===== config.mk =====
export PLATFORM = sky130hd
export DESIGN_NAME = digi_ota_cal_seq
export DESIGN_NICKNAME = d
export VERILOG_FILES = /design/src/rtl/digi_ota_pkg.sv /design/src/rtl/digi_ota_maj_acc.sv /design/src/rtl/digi_ota_cal_seq.sv
export SDC_FILE = /design/constraint.sdc
export NUM_CORES = 1
export LEC_CHECK = 0
export ABC_AREA = 1
export BUFFER_PORTS_ARGS = -buffer_cell sky130_fd_sc_hd__buf_2
export CORE_MARGIN = 8
export CORE_UTILIZATION = 43
export CTS_CLUSTER_DIAMETER = 100
export DETAILED_ROUTE_END_ITERATION = 7
export HOLD_SLACK_MARGIN = 0.1
export PLACE_DENSITY = 0.64
export SLEW_MARGIN = 20
export SYNTH_ARGS = -nofsm -noshare
export SYNTH_HDL_FRONTEND = slang
export SYNTH_SLANG_ARGS = --single-unit

===== constraint.sdc =====
create_clock -name clk -period 4.76 [get_ports clk]
set_clock_uncertainty 0.2 [all_clocks]
set_input_delay 0.952 -clock clk [delete_from_list [all_inputs] [get_ports clk]]
set_output_delay 0.952 -clock clk [all_outputs]
set_load 0.02 [all_outputs]

===== src/rtl/digi_ota_pkg.sv =====
// Shared types and constants for the digital OTA calibration sequencer.
package digi_ota_pkg;

    // Sequencer states. SETTLE is reused for the settle before RUN; busy tells them apart.
    typedef enum logic [2:0] {
        ST_IDLE   = 3'd0,
        ST_SETTLE = 3'd1,
        ST_ACCUM  = 3'd2,
        ST_DECIDE = 3'd3,
        ST_RUN    = 3'd4
    } state_t;

    // Mid-scale trim code for the default 5-bit trim bus.
    localparam logic [4:0] TRIM_MID = 5'b10000;

    // Samples per majority decision.
    function automatic int avg_n(input int avg_log2);
        return 1 << avg_log2;
    endfunction

    // Mid-scale code (only the MSB set) for an arbitrary trim width.
    function automatic logic [31:0] trim_mid(input int trim_w);
        return 32'd1 << (trim_w - 1);
    endfunction

endpackage


===== src/rtl/digi_ota_maj_acc.sv =====
// Majority accumulator: counts AVG_N samples of a bit and reports whether more
// than half were ones. Restarts on its own at each window end so RUN windows
// follow each other without a gap.
module digi_ota_maj_acc
    import digi_ota_pkg::*;
#(
    parameter int AVG_LOG2 = 3
) (
    input  logic clk,
    input  logic rst,
    input  logic clr,      // synchronous clear, wins over en
    input  logic en,       // accumulate sample this cycle
    input  logic sample,
    output logic done,     // this cycle takes the last sample of a window
    output logic maj,      // majority including this cycle's sample (valid with done)
    output logic maj_q     // majority of the last completed window
);

    localparam int AVG_N = avg_n(AVG_LOG2);

    logic [AVG_LOG2-1:0] smp_cnt;
    logic [AVG_LOG2:0]   ones;
    logic [AVG_LOG2:0]   ones_nxt;

    // Running ones-count with this cycle's sample and the window-end detect.
    always_comb begin
        ones_nxt = ones + {{AVG_LOG2{1'b0}}, sample};
        done     = en && (smp_cnt == AVG_LOG2'(AVG_N - 1));
        maj      = ones_nxt > (AVG_LOG2 + 1)'(AVG_N / 2);
    end

    // Sample counter and ones-count; the result is latched at each window end.
    always_ff @(posedge clk or posedge rst) begin
        if (rst) begin
            smp_cnt <= '0;
            ones    <= '0;
            maj_q   <= 1'b0;
        end else if (clr) begin
            smp_cnt <= '0;
            ones    <= '0;
        end else if (en) begin
            if (done) begin
                smp_cnt <= '0;
                ones    <= '0;
                maj_q   <= maj;
            end else begin
                smp_cnt <= smp_cnt + 1'b1;
                ones    <= ones_nxt;
            end
        end
    end

endmodule


===== src/rtl/digi_ota_cal_seq.sv =====
// Sequencer for the inverter-based OTA/comparator slice: SAR offset calibration
// with inputs shorted, then a RUN mode producing majority-filtered decisions,
// with optional periodic recalibration.
//
// Handshake: start_cal is a single-cycle request, accepted whenever busy is low
// and dropped otherwise. cal_done and out_valid are single-cycle pulses with no
// back-pressure; out_bit is valid on the out_valid cycle and held afterwards.
module digi_ota_cal_seq
    import digi_ota_pkg::*;
#(
    parameter int TRIM_W       = 5,
    parameter int SETTLE_CYC   = 4,
    parameter int AVG_LOG2     = 3,
    parameter int RECAL_PERIOD = 1024
) (
    input  logic              clk,
    input  logic              rst,
    input  logic              start_cal,
    input  logic              auto_recal,
    input  logic              cmp_in,
    output logic              ota_en,
    output logic              short_en,
    output logic [TRIM_W-1:0] trim_code,
    output logic              busy,
    output logic              cal_done,
    output logic              out_valid,
    output logic              out_bit,
    output logic [2:0]        state_dbg
);

    localparam logic [TRIM_W-1:0] TRIM_MID_W = TRIM_W'(trim_mid(TRIM_W));
    localparam int SET_W = (SETTLE_CYC > 1) ? $clog2(SETTLE_CYC) : 1;
    localparam int K_W   = (TRIM_W > 1) ? $clog2(TRIM_W) : 1;
    localparam int REC_W = $clog2(RECAL_PERIOD + 1);

    state_t             state;
    logic               cmp_meta;
    logic               cmp_s;
    logic [SET_W-1:0]   settle_cnt;
    logic [K_W-1:0]     bit_k;
    logic [REC_W-1:0]   dec_cnt;
    logic [TRIM_W-1:0]  sar_next;
    logic               acc_clr;
    logic               acc_en;
    logic               acc_done;
    logic               acc_maj;
    logic               acc_maj_q;
    logic               cal_go;

    assign state_dbg = state;

    // Two-flop synchroniser for the asynchronous comparator output.
    always_ff @(posedge clk or posedge rst) begin
        if (rst) begin
            cmp_meta <= 1'b0;
            cmp_s    <= 1'b0;
        end else begin
            cmp_meta <= cmp_in;
            cmp_s    <= cmp_meta;
        end
    end

    // Accumulator runs only in ACCUM and RUN; everywhere else it is held cleared.
    always_comb begin
        acc_en  = (state == ST_ACCUM) || (state == ST_RUN);
        acc_clr = !acc_en;
    end

    digi_ota_maj_acc #(
        .AVG_LOG2 (AVG_LOG2)
    ) u_maj_acc (
        .clk    (clk),
        .rst    (rst),
        .clr    (acc_clr),
        .en     (acc_en),
        .sample (cmp_s),
        .done   (acc_done),
        .maj    (acc_maj),
        .maj_q  (acc_maj_q)
    );

    // SAR step: a majority of ones means the trial bit overshoots, so drop it;
    // then raise the next lower bit as the new trial.
    always_comb begin
        sar_next = trim_code;
        if (acc_maj_q) begin
            sar_next[bit_k] = 1'b0;
        end
        if (bit_k != '0) begin
            sar_next[bit_k - 1'b1] = 1'b1;
        end
    end

    // Calibration entry: a user request while idle/running, or the recal timer in RUN.
    always_comb begin
        cal_go = (start_cal && !busy) ||
                 ((state == ST_RUN) && auto_recal && (dec_cnt == REC_W'(RECAL_PERIOD)));
    end

    // Main sequencer FSM with registered outputs.
    always_ff @(posedge clk or posedge rst) begin
        if (rst) begin
            state      <= ST_IDLE;
            ota_en     <= 1'b0;
            short_en   <= 1'b0;
            trim_code  <= TRIM_MID_W;
            busy       <= 1'b0;
            cal_done   <= 1'b0;
            out_valid  <= 1'b0;
            out_bit    <= 1'b0;
            settle_cnt <= '0;
            bit_k      <= '0;
            dec_cnt    <= '0;
        end else begin
            cal_done  <= 1'b0;
            out_valid <= 1'b0;

            // A window that ends this cycle is always reported, even if calibration starts now.
            if ((state == ST_RUN) && acc_done) begin
                out_valid <= 1'b1;
                out_bit   <= acc_maj;
                if (dec_cnt != REC_W'(RECAL_PERIOD)) begin
                    dec_cnt <= dec_cnt + 1'b1;
                end
            end

            if (cal_go) begin
                state      <= ST_SETTLE;
                ota_en     <= 1'b1;
                short_en   <= 1'b1;
                trim_code  <= TRIM_MID_W;
                bit_k      <= K_W'(TRIM_W - 1);
                busy       <= 1'b1;
                settle_cnt <= '0;
                dec_cnt    <= '0;
            end else begin
                case (state)
                    ST_IDLE: begin
                        state <= ST_IDLE;
                    end
                    ST_SETTLE: begin
                        if (settle_cnt == SET_W'(SETTLE_CYC - 1)) begin
                            settle_cnt <= '0;
                            state      <= busy ? ST_ACCUM : ST_RUN;
                        end else begin
                            settle_cnt <= settle_cnt + 1'b1;
                        end
                    end
                    ST_ACCUM: begin
                        if (acc_done) begin
                            state <= ST_DECIDE;
                        end
                    end
                    ST_DECIDE: begin
                        trim_code <= sar_next;
                        state     <= ST_SETTLE;
                        if (bit_k != '0) begin
                            bit_k <= bit_k - 1'b1;
                        end else begin
                            cal_done <= 1'b1;
                            short_en <= 1'b0;
                            busy     <= 1'b0;
                        end
                    end
                    ST_RUN: begin
                        state <= ST_RUN;
                    end
                    default: begin
                        state <= ST_IDLE;
                    end
                endcase
            end
        end
    end

endmodule

==> results.yml <==
grt:
  first_global_vias: 1660
  gr-total-overflow: 0
  grt_start_max_net_pins: 40
  grt_usage_pct: 12.3
  grt_pass1_wl_um: 7470
  antenna_found_initial: 0
timing:
  relSlewSlack_pct: 67.8
  worst_pin_slew_ns: 0.483
  tns_ns: 0
  period_needed_ns: 2.14
  setup_viol: 0
  drv_slew: 0
  hold_viol_final: 0
  max_freq_ghz: 0.468
  fin_crit_sh_pct: 44.9
  rsz0062_at_grt: "false"
critical_path:
  crit_path_start: "trim_code[4]$_DFFE_PP1P_"
  worst-path-buf-inv: 1
  worst_ep_required_time_ns: 3.61
  crit_family: "flip-flops"
  cp.depth: 1
  max_stage_delay_ns: 0.54
  reg2regPathDepth: 8
  cp.arrival_ns: 0.98
  cp-end-kind: "output pin"
  r2r_end: "dec_cnt[6]$_DFFE_PP0P_"
  endpoint: "trim_code[4]"
  crit_type: "register to output pin"
  cp_cell_sequence: "buf_2"
  cp_max_fo: 2
  cp-start-kind: "register"
  reg2reg_slack_ns: 2.84
  r2r-start: "dec_cnt[0]$_DFFE_PP0P_"
  slowest_stage: "dfstp_2"
yosys:
  synth-seq-cells: 39
  yosysWarningCount: 0
  synth_fp_nets: 279
  synth_cell_types: 28
  synth_xor_area_share_pct: 1.23
  synthCells: 265
  synthMuxAreaShare_pct: 0
  yosysSeqAreaShare_pct: 45.9
  avgSynthCellArea_sq_um: 8.04
  synth_top_family_by_area: "simple AND/OR/NAND/NOR gates"
  netlist_area_sq_mm: 0.00213
  synth_compound_area_share_pct: 6.69
  synthAdderAreaFrac_pct: 5.28
  synth_simple_gate_area_share_pct: 33.2
drt:
  first_pass_iters: 4
  drt-initial-drc-count: 98
  drt_wl_total_um: 4100
  wl_met1_um: 2010
  routed-wl-met3_um: 185
  wl_per_cell_um: 11.5
  vias: 1681
  wl_met2_um: 1870
  vias_per_cell: 4.72
  routed.top_layer: "met4"
  route.detailed.drc: 0
  ant_nets: 0
floorplan:
  dieArea_sq_mm: 0.00746
  die_w_um: 86.4
  row_count: 25
  core_region_area_sq_mm: 0.00475
  fp.dieH_um: 86.4
  ios: 19
  start_util_pct: 44.8
cts:
  cts_setup_buffers: 0
  cts_tree: "yes"
  cts_buffer_depth: 2
  clkLatencyLatePin_ns: 0.29
  root_buffer: "clkbuf_8"
  clk_pin_slew_ns: 0.09
  postCtsHoldBufs: 0
  h-tree-depth: 2
  clock_sinks: 39
  numCtsBuffers: 5
  cts_resized: 0
placed_design:
  hpwl_um: 3010
  io_buffer_count: 18
  place_area_sq_mm: 0.00228
  gp_congestion: 0.860
  dp.cells: 348
final_layout:
  nets: 302
  utilization_pct: 50.6
  final_cell_mix: "65 x nand2_1, 38 x dfrtp_1, 36 x nor2_1, 34 x inv_1, 19 x nand3_1"
  postLayoutCellArea_sq_mm: 0.00240
  mostFrequentLayoutCell: "nand2_1"
  layout-drive-gt1-share_pct: 18.0
  fin_cells: 356
  fillers: 501
  area_growth_pct: 12.8
  diodes: 0
power_and_ir_drop:
  leakagePower_nw: 1.20
  irDropWorstVdd_mv: 0.307
  power_density_mw_per_mm2: 497
job:
  cap_violations: 0
outcome:
  status: "complete, no violations"
hold_path:
  hp-class: "register to register"
## cells in the mapped netlist
library cell,instances,area share (%)
nand2_1,65,11
dfrtp_1,38,45
nor2_1,36,6.3
inv_1,34,6.0
nand3_1,19,4.5
o21ai_0,10,2.3
a21oi_1,9,2.1
ha_1,9,5.3
nor2_2,9,2.6
nand4_1,7,2.1
nor2_4,4,2.1
nor3_1,4,0.94
buf_6,2,1.1
inv_2,2,0.35
nand2_2,2,0.59
nor3_2,2,0.94
xor2_1,2,0.82
a21boi_4,1,0.88
buf_4,1,0.35
dfstp_2,1,1.2
nand2_4,1,0.53
nand3_4,1,0.82
o211ai_1,1,0.35
o21a_1,1,0.35
o21ai_1,1,0.23
o21ai_2,1,0.41
or2_2,1,0.29
xnor2_1,1,0.41
## power by group
| group | internal [W] | switching, W |
|---|---|---|
| combinational | 0.000155 | 0.000283 |
| clock | 0.000172 | 0.000123 |
| sequential | 0.000400 | 0.0000616 |
| total | 0.000727 | 0.000467 |
## flip-flops by register name, summed over array words and instances (netlist names), 2 cells and up
| signal | count |
|---|---|
| trim_code | 5 |
| u_maj_acc.smp_cnt | 3 |
| settle_cnt | 2 |
| u_maj_acc.ones | 4 |
| bit_k | 3 |
| state_dbg | 3 |
| dec_cnt | 11 |
## worst min path at each step
stage,end,start,cells after the start
finish,cmp_s$_DFF_PP0_,cmp_meta$_DFF_PP0_,0
floorplan,cmp_s$_DFF_PP0_,cmp_meta$_DFF_PP0_,0
global placement,cmp_s$_DFF_PP0_,cmp_meta$_DFF_PP0_,0
CTS,cmp_s$_DFF_PP0_,cmp_meta$_DFF_PP0_,0
global route,cmp_s$_DFF_PP0_,cmp_meta$_DFF_PP0_,0
detailed placement,cmp_s$_DFF_PP0_,cmp_meta$_DFF_PP0_,0
## final cells by class
class / count / area (sq um) / share of cell area, %
Clock inverter: 2 / 38.8 / 1.61
Clock buffer: 6 / 82.6 / 3.44
Timing Repair Buffer: 19 / 97.6 / 4.06
Tap cell: 67 / 83.8 / 3.49
Inverter: 36 / 135 / 5.62
Multi-Input combinational cell: 187 / 988 / 41.1
Sequential cell: 39 / 977 / 40.7
## cells by family (layout without fill, tap and decap cells)
family / count (synthesis) / count (layout)
flip-flops: 39 / 39
AO/OA/AOI/OAI: 24 / 24
XOR/XNOR: 3 / 3
AND/OR/NAND/NOR: 151 / 151
buffers and inverters: 39 / 63
adder cells (fa/ha/maj): 9 / 9
## metal layers
metal	up-vias	track usage, %
met2	20	19.7
met1	774	15.5
li1	883	-
met3	4	4.16
met4	0	2.82
met5	-	0
## through the flow
step | hold slack, ns | worst slack (ns) | total power [W]
detailed placement | 0.138 | 2.52 | 0.000911
finish | 0.153 | 2.62 | 0.00119
global route | 0.159 | 2.59 | 0.00130
global placement | 0.133 | 2.56 | 0.000907
floorplan | 0.131 | 2.72 | 0.000815
CTS | 0.157 | 2.61 | 0.00121
Note: power is estimated with default switching activity, not from simulation.
